==> src/rtl/fetch_stage_pkg.sv <==
// Shared fetch-stage definitions: reset PC, bubble encoding, FSM states and the F/D payload.
package fetch_stage_pkg;

  localparam int unsigned XLEN = 32;

  localparam logic [XLEN-1:0] PC_RESET    = 32'h0000_3000;
  localparam logic [XLEN-1:0] NOP_WORD    = 32'h0000_0000;
  localparam logic [XLEN-1:0] LINK_OFFSET = 32'd8;

  // Next-PC select encodings driven by the branch/jump logic in decode.
  typedef enum logic [1:0] {
    NPC_SEQ    = 2'd0,
    NPC_BRANCH = 2'd1,
    NPC_JUMP   = 2'd2,
    NPC_JREG   = 2'd3
  } npc_sel_t;

  typedef enum logic {
    FETCH_ST = 1'b0,
    HOLD_ST  = 1'b1
  } fetch_state_t;

  typedef struct packed {
    logic [XLEN-1:0] instr;
    logic [XLEN-1:0] pc;
  } fd_payload_t;

  // jal/jalr link value; wraps modulo 2^32.
  function automatic logic [XLEN-1:0] link_addr(input logic [XLEN-1:0] pc);
    return pc + LINK_OFFSET;
  endfunction

endpackage

==> src/rtl/fetch_stage_if_id_reg.sv <==
// F/D pipeline register: load-enabled, resets to a bubble.
module if_id_reg
  import fetch_stage_pkg::*;
#(
  parameter logic [31:0] NOP_INSTR = NOP_WORD
) (
  input  logic              clk,
  input  logic              reset,
  input  logic              load,
  input  fd_payload_t       fd,
  output logic [XLEN-1:0]   Instr_D,
  output logic [XLEN-1:0]   PC_D,
  output logic              valid_D
);

  always_ff @(posedge clk or posedge reset) begin
    if (reset) begin
      Instr_D <= NOP_INSTR;
      PC_D    <= '0;
      valid_D <= 1'b0;
    end else if (load) begin
      Instr_D <= fd.instr;
      PC_D    <= fd.pc;
      valid_D <= 1'b1;
    end
  end

endmodule

==> src/rtl/fetch_stage.sv <==
// Instruction-fetch front end: fetch PC, memory request FSM, one-entry hold buffer and F/D register.
module fetch_stage
  import fetch_stage_pkg::*;
#(
  parameter logic [31:0] RESET_PC  = PC_RESET,
  parameter logic [31:0] NOP_INSTR = NOP_WORD
) (
  input  logic              clk,
  input  logic              reset,
  input  logic [XLEN-1:0]   nPC,
  input  logic              stall,
  output logic              imem_req,
  output logic [XLEN-1:0]   imem_addr,
  input  logic [XLEN-1:0]   imem_rdata,
  input  logic              imem_ack,
  output logic [XLEN-1:0]   PC_F,
  output logic [XLEN-1:0]   Instr_D,
  output logic [XLEN-1:0]   PC_D,
  output logic [XLEN-1:0]   PC8_D,
  output logic              valid_D,
  output logic              fetch_busy
);

  fetch_state_t    state;
  logic [XLEN-1:0] hold_word;
  logic            fd_load;
  fd_payload_t     fd_next;

  // Request and address depend only on registered state; busy is the sole ack-dependent output.
  assign imem_req   = (state == FETCH_ST);
  assign imem_addr  = PC_F;
  assign fetch_busy = (state == FETCH_ST) && !imem_ack;

  // F/D advances on an unstalled ack in FETCH, or on stall release in HOLD.
  assign fd_load       = !stall && ((state == HOLD_ST) || imem_ack);
  assign fd_next.instr = (state == HOLD_ST) ? hold_word : imem_rdata;
  assign fd_next.pc    = PC_F;

  // PC register, FSM and hold buffer; ack while in HOLD is ignored.
  always_ff @(posedge clk or posedge reset) begin
    if (reset) begin
      state     <= FETCH_ST;
      PC_F      <= RESET_PC;
      hold_word <= '0;
    end else begin
      case (state)
        FETCH_ST: begin
          if (imem_ack) begin
            if (stall) begin
              hold_word <= imem_rdata;
              state     <= HOLD_ST;
            end else begin
              PC_F <= nPC;
            end
          end
        end
        HOLD_ST: begin
          if (!stall) begin
            PC_F  <= nPC;
            state <= FETCH_ST;
          end
        end
      endcase
    end
  end

  if_id_reg #(
    .NOP_INSTR (NOP_INSTR)
  ) u_if_id_reg (
    .clk     (clk),
    .reset   (reset),
    .load    (fd_load),
    .fd      (fd_next),
    .Instr_D (Instr_D),
    .PC_D    (PC_D),
    .valid_D (valid_D)
  );

  assign PC8_D = link_addr(PC_D);

endmodule

==> config.mk <==
export PLATFORM = sky130hd
export DESIGN_NAME = fetch_stage
export DESIGN_NICKNAME = d
export VERILOG_FILES = /design/src/rtl/fetch_stage_pkg.sv /design/src/rtl/fetch_stage_if_id_reg.sv /design/src/rtl/fetch_stage.sv
export SDC_FILE = /design/constraint.sdc
export NUM_CORES = 1
export LEC_CHECK = 0
export BUFFER_PORTS_ARGS = -buffer_cell sky130_fd_sc_hd__clkbuf_2
export CORE_ASPECT_RATIO = 1.25
export CORE_UTILIZATION = 45
export CTS_CLUSTER_DIAMETER = 30
export DETAILED_ROUTE_END_ITERATION = 10
export GPL_ROUTABILITY_DRIVEN = 0
export MAX_ROUTING_LAYER = met4
export PLACE_DENSITY = 0.73
export SLEW_MARGIN = 20
export SYNTH_ARGS = -nofsm -noshare
export SYNTH_HDL_FRONTEND = slang
export SYNTH_HIERARCHICAL = 1
export SYNTH_SLANG_ARGS = --single-unit
==> constraint.sdc <==
create_clock -name clk -period 2.2 [get_ports clk]
set_clock_uncertainty 0.05 [all_clocks]
set_input_delay 0.11 -clock clk [delete_from_list [all_inputs] [get_ports clk]]
set_output_delay 0.11 -clock clk [all_outputs]
set_load 0.02 [all_outputs]
==> results of run 1 <==
## worst max-delay path, delay by kind of cell, from the launching register on
kind	cells	cell delay, ns
AND/OR/NAND/NOR	3	0.83
flip-flops	1	0.39
XOR/XNOR	1	0.22
buffers and inverters	1	0.18
adder cells (fa/ha/maj)	1	0.15
## registers in the layout, indices dropped and copies added, names as in the netlist
| signal | count |
|---|---|
| u_if_id_reg/Instr_D | 32 |
| PC_F | 32 |
| u_if_id_reg/valid_D | 1 |
| hold_word | 32 |
| u_if_id_reg/PC_D | 32 |
| state | 1 |
## what timing repair did
item | 4_1_cts | 5_1_grt
buffers inserted | 11 | 2
cloned | 0 | 0
hold buffers | 67 | 0
pin swaps | 13 | 11
endpoints found under the hold margin | 155 | 0
resized for setup | 32 | 38
endpoints found under the setup margin | 16 | 18
## cell usage after synthesis
| master | number |
|---|---|
| and2_1 | 1 |
| and3_1 | 1 |
| and4_1 | 2 |
| buf_1 | 3 |
| buf_2 | 5 |
| buf_4 | 67 |
| buf_6 | 6 |
| clkbuf_1 | 5 |
| dfrtp_1 | 128 |
| dfstp_2 | 2 |
| ha_1 | 1 |
| inv_1 | 9 |
| mux2_2 | 111 |
| mux2_4 | 49 |
| nand2_1 | 9 |
| nand3_1 | 8 |
| nand4_1 | 7 |
| nand4_4 | 1 |
| nor2_1 | 11 |
| nor2b_1 | 1 |
| nor3_1 | 4 |
| nor3_2 | 3 |
| nor4_1 | 3 |
| or2_1 | 1 |
| or2_2 | 1 |
| or3_1 | 1 |
| or4_1 | 1 |
| xnor2_1 | 12 |
| xor2_1 | 15 |
## metal layers
layer / vias to the layer above / global-route usage (%) / share of wire (%)
met5: - / - / 0
met4: 0 / 10.15 / 2.9
met3: 35 / 5.034 / 4.8
met2: 190 / 40.85 / 55
met1: 2304 / 23.59 / 37
li1: 2081 / - / -
## report_power, final
part	leakage (nW)	total (mW)	switching [mW]	internal, mW
sequential	1.52	3.31	0.434	2.88
combinational	2.58	3.06	1.67	1.39
clock	0.330	3.29	1.11	2.18
total	4.43	9.67	3.22	6.45
## worst max-delay path by stage
stage	from	end	slack, ns	cells past startpoint
2_1_floorplan	u_if_id_reg/PC_D[3]$_DFFE_PP0P_	PC8_D[31]	0.06	6
5_1_grt	u_if_id_reg/PC_D[4]$_DFFE_PP0P_	PC8_D[29]	-0.22	6
4_1_cts	u_if_id_reg/PC_D[3]$_DFFE_PP0P_	PC8_D[25]	-0.14	6
6_report	u_if_id_reg/PC_D[3]$_DFFE_PP0P_	PC8_D[29]	-0.15	6
3_3_place_gp	u_if_id_reg/PC_D[11]$_DFFE_PP0P_	PC8_D[24]	0.16	5
3_5_place_dp	u_if_id_reg/PC_D[11]$_DFFE_PP0P_	PC8_D[24]	0.08	5
## layout by cell type (no fill, tap or decap), types with 3 or more instances in the layout
master         Yosys  routed
nand4_1            7       7
inv_6              0       3
mux2_2           111     111
clkbuf_16          0      17
dlygate4sd3_1      0      67
nor3_4             0       6
bufinv_16          0       6
dfrtp_1          128     125
nand2_1            9       8
xnor2_1           12      11
nand3_1            8       6
buf_6              6       5
mux2_4            49      49
inv_1              9       7
dfrtp_2            0       3
nor2_1            11       7
buf_4             67      40
buf_12             0       4
clkbuf_2           0     214
xor2_1            15      14
## final cells by class
class                           instances  area [µm²]
Inverter                                9       33.78
Sequential cell                       130        3259
Multi-Input combinational cell        243        2720
Clock inverter                         14       250.2
Clock buffer                           18       439.2
Timing Repair Buffer                  332        2193
Tap cell                              175       219.0
Antenna cell                            1       2.502
Fill cell                            1018        4816
## stage by stage
step	worst slack, ns	utilization, %
floorplan	0.06213	-
global placement	0.1595	53.37
detailed placement	0.08090	53.37
CTS	-0.1395	64.60
global route	-0.2177	65.44
finish	-0.1508	65.44
## logic make-up after synthesis
| group | count (synthesis) | synth area share [%] |
|---|---|---|
| fa+ha+maj | 1 | 0.1936 |
| buf+inv | 95 | 10.21 |
| mux | 160 | 30.73 |
| flops | 130 | 50.39 |
| xor+xnor | 27 | 3.660 |
| simple gates | 55 | 4.822 |
==> summary.txt, run 1 <==
Status
  – Status: finished with violations
  – Violated checks: setup timing

Finish
  – Layout cells sized above 1: 65.68%
  – Final std cells w/o fill: 922
  – Area delta synth->final: 41.11%
  – Final Cell Area: 9117 µm²
  – Nets@finish: 802

Yosys
  – Mapped cell area: 6461 µm²
  – Cell count after synthesis: 468
  – #FFs+latches synth: 130
  – Distinct cells, synth: 29
  – Dominant cell type by area after synthesis: dfrtp_1
  – Synth Net Count: 537
  – Syn_area_per_cell: 13.81 µm²
  – Synth warn: 6
  – Top cells by area, synth: dfrtp_1 (50%), mux2_2 (19%), mux2_4 (11%), buf_4 (7.8%), xor2_1 (2.0%)
  – Seq/Total Area, Yosys: 50.39%
  – Top cell type's share of synthesized area: 49.57%

Pwr
  – Max rail drop VDD: 0.0005894 V
  – LEAKAGE: 4.435 nW
  – PwrDens: 1060 nW/µm²
  – Post-layout total power: 9.669 mW

Timing
  – Period Utilization, post-route: 106.9%
  – Final Hold Vio Count: 0
  – Worst hold margin: 0.08150 ns
  – RSZ-0062 raised after global routing: true
  – Actual slew at the worst max-slew pin: 0.6586 ns
  – Rel. slew slack: 56.03%
  – Fin Setup TNS: -0.7187 ns
  – Fmax: 0.4254 GHz
  – Slew Viols, Final: 0
  – Minimum clock period: 2.351 ns
  – Final WS setup: -0.1508 ns
  – Final setup vio count: 13

Clocking
  – Clock sink total: 130
  – CTS tree: done
  – CTS root buf: clkbuf_16
  – CTS buffer count: 17
  – Clk pin slew, worst setup/hold paths: 0.06 ns
  – Max Buffers Root-to-Sink: 2
  – Max H-tree Level: 4
  – Worst skew pair latency: 0.41 ns

Global routing
  – Total GRT Usage: 22.80%
  – Vias in the first global route: 4777
  – Gr ovfl total: 0
  – Largest net degree at the start of global routing: 42
  – First-pass GRT wire length: 24630 µm
  – Antenna violations before repair: 1

Drt
  – First drt pass iteration count: 4
  – Post-route ant nets: 0
  – Routed WL: 16660 µm
  – Drt wl/cell: 18.07 µm
  – First DRT Iteration DRCs: 183
  – Drt drc: 0
  – Vias/cell: 5.000
  – Vias: 4610

Worst setup path
  – CP max stage delay: 0.47 ns
  – Worst EP arrival: 2.19 ns
  – Setup Crit Path Kind: reg -> out
  – Reg2Reg Setup Slack: 0.29 ns
  – Req. time, crit path: 2.04 ns
  – Worst Setup End Kind: output port
  – Reg-to-reg endpoint: hold_word[10]$_DFFE_PP0P_
  – Reg-to-reg startpoint: state$_DFF_PP0_
  – CP max stage cell: or3_4
  – Startpoint Class: flip-flop
  – CP max FO: 7
  – Critical-path cell list: ha_4, nand4_1, or3_4, nor3_4, xor2_1, buf_4
  – Depth of the worst register-to-register path: 5

Placement
  – Placed Cells: 810
  – HPWL Detailed: 10950 µm
  – Buffers on Ports: 230
  – Dpl cell area: 7436 µm²

Floorplanning
  – Die Y: 136.0 µm
  – Chip width: 109.2 µm
  – Rows: 48
  – I/O Pins: 231
  – Starting Density: 46.37%
  – Core ar.: 13930 µm²
  – Die area: 14840 µm²

Flow run
  – Max Cap Viol: 0

Min path
  – Worst hold path class: in -> async
(Power assumes the default switching activity.)
==> run 2, diff against run 1 <==
- SKIP_LAST_GASP: default -> 1
==> summary.txt, run 2 (synthesis results as in run 1) <==
Timing
  – Fmax: 0.4203 GHz
  – Final WS setup: -0.1790 ns
  – Rel. slew slack: 56.05%
  – Fin Setup TNS: -0.8865 ns
  – Final setup vio count: 13
  – Minimum clock period: 2.379 ns
  – Final Hold Vio Count: 0
  – Period Utilization, post-route: 108.1%
  – Actual slew at the worst max-slew pin: 0.6583 ns
  – Slew Viols, Final: 0
  – RSZ-0062 raised after global routing: true
  – Worst hold margin: 0.08593 ns

Status
  – Status: finished with violations
  – Violated checks: setup timing

Finish
  – Final std cells w/o fill: 922
  – Nets@finish: 802
  – Commonest non-fill, non-tap cell in the layout: clkbuf_2
  – Area delta synth->final: 40.74%
  – Multi-input gate area: 2708 µm²
  – Layout cells sized above 1: 65.01%
  – Fillers: 1018
  – Register area: 3258 µm²
  – Final Cell Area: 9094 µm²
  – Most frequent cells in the layout: clkbuf_2 (215), dfrtp_1 (126), mux2_2 (111)

Drt
  – Routed WL: 16560 µm
  – Vias: 4582
  – Post-route ant nets: 0
  – Drt drc: 0
  – Vias/cell: 4.970
  – First drt pass iteration count: 5
  – First DRT Iteration DRCs: 216
  – Drt wl/cell: 17.96 µm

Pwr
  – P_int: 6.439 mW
  – Max rail drop VDD: 0.0006191 V
  – LEAKAGE: 4.437 nW
  – P_sw: 3.210 mW
  – Seq pwr share: 34.3%
  – PwrDens: 1061 nW/µm²
  – Clock power share: 34.1%
  – Combinational power share: 31.6%
  – Sw frac: 33.27%

Clocking
  – Clk pin slew, worst setup/hold paths: 0.06 ns
  – Worst skew pair latency: 0.41 ns
  – CTS tree: done
  – CTS root buf: clkbuf_16
  – Max H-tree Level: 4
  – CTS buffer count: 17
  – Clock sink total: 130
  – Max Buffers Root-to-Sink: 2

Worst setup path
  – CP max FO: 7
  – Buf/Inv on CP: 2
  – Setup Crit Path Kind: reg -> out
  – CP max stage delay: 0.47 ns
  – Worst Setup End Kind: output port
  – CP max stage cell: or3_4
  – Delay-heaviest family, CP: simple AND/OR/NAND/NOR gates
  – Req. time, crit path: 2.04 ns
  – Depth of the worst register-to-register path: 5
  – Worst path most repeated cell: buf_4
  – Critical-path cell list: nand4_1, buf_4, or3_4, nor3_4, xor2_1, buf_4
  – Reg2Reg Setup Slack: 0.30 ns
  – Reg-to-reg endpoint: hold_word[10]$_DFFE_PP0P_
  – Reg-to-reg startpoint: state$_DFF_PP0_
  – Worst EP arrival: 2.22 ns
  – Startpoint Class: flip-flop

Floorplanning
  – Chip width: 109.2 µm
  – Core ar.: 13930 µm²
  – Die area: 14840 µm²
  – I/O Pins: 231
  – Rows: 48
  – Die Y: 136.0 µm
  – Starting Density: 46.37%

Global routing
  – First-pass GRT wire length: 24590 µm
  – Gr ovfl total: 0
  – Antenna violations before repair: 1
  – Vias in the first global route: 4777
  – Total GRT Usage: 22.77%
  – Largest net degree at the start of global routing: 42

Placement
  – Dpl cell area: 7436 µm²
  – Placed Cells: 810
  – Buffers on Ports: 230
  – HPWL Detailed: 10950 µm
  – Place WS: 0.08090 ns

Flow run
  – Max Cap Viol: 0

Min path
  – Worst hold path class: in -> async
## run 2: changes by cell type in the layout (fill, tap and decap cells not counted), sizes merged
cell    change
buf         -1
clkbuf      +1
## run 2: cell type report
class,count,share of cell area [%]
Antenna cell,1,0.02752
Clock buffer,18,4.829
Clock inverter,14,2.752
Inverter,9,0.3715
Multi-Input combinational cell,243,29.77
Sequential cell,130,35.83
Tap cell,175,2.408
Timing Repair Buffer,332,24.01
## run 2: worst reg2reg max path, cell delays in order, from the launching register on
cell and delay, ns:
dfrtp_1 0.34, buf_4 0.40, inv_1 0.13, nand3_1 0.12, buf_4 0.32, mux2_2 0.42
## run 2: worst max-delay path by stage
stage / from / to / depth (start not counted)
after floorplan: u_if_id_reg/PC_D[3]$_DFFE_PP0P_ / PC8_D[31] / 6
after global placement: u_if_id_reg/PC_D[11]$_DFFE_PP0P_ / PC8_D[24] / 5
after detailed placement: u_if_id_reg/PC_D[11]$_DFFE_PP0P_ / PC8_D[24] / 5
after CTS: u_if_id_reg/PC_D[3]$_DFFE_PP0P_ / PC8_D[25] / 6
after global routing: u_if_id_reg/PC_D[4]$_DFFE_PP0P_ / PC8_D[29] / 6
final: u_if_id_reg/PC_D[14]$_DFFE_PP0P_ / PC8_D[29] / 6
## run 2: per-layer routing
| metal | part of all wire [%] | global-route usage, % | wire length (µm) |
|---|---|---|---|
| met2 | 55 | 40.85 | 9159 |
| met4 | 2.6 | 10.15 | 423 |
| met1 | 37 | 23.53 | 6178 |
| met3 | 4.8 | 4.986 | 796 |
| met5 | 0 | - | 0 |
## run 2: repair_timing
action / 4_1_cts / 5_1_grt
resized for setup: 28 / 32
hold endpoints to repair: 155 / 0
pin swaps: 11 / 11
setup endpoints to repair: 16 / 18
setup buffers: 11 / 2
hold buffers: 67 / 0
## run 2: per-stage QoR
stage	util [%]	power, mW
after floorplan	-	5.298
after detailed placement	53.37	6.111
after global placement	53.37	6.021
after global routing	65.27	10.05
after CTS	64.50	9.618
final	65.27	9.650
## run 2: power groups by stage
stage / Sequential (mW) / Combinational (mW) / Clock [mW]
6_report: 3.31 / 3.05 / 3.29
5_1_grt: 3.36 / 3.24 / 3.45
4_1_cts: 3.30 / 2.98 / 3.34
3_5_place_dp: 3.33 / 2.78 / 0
3_3_place_gp: 3.28 / 2.74 / 0
2_1_floorplan: 3.61 / 1.69 / 0
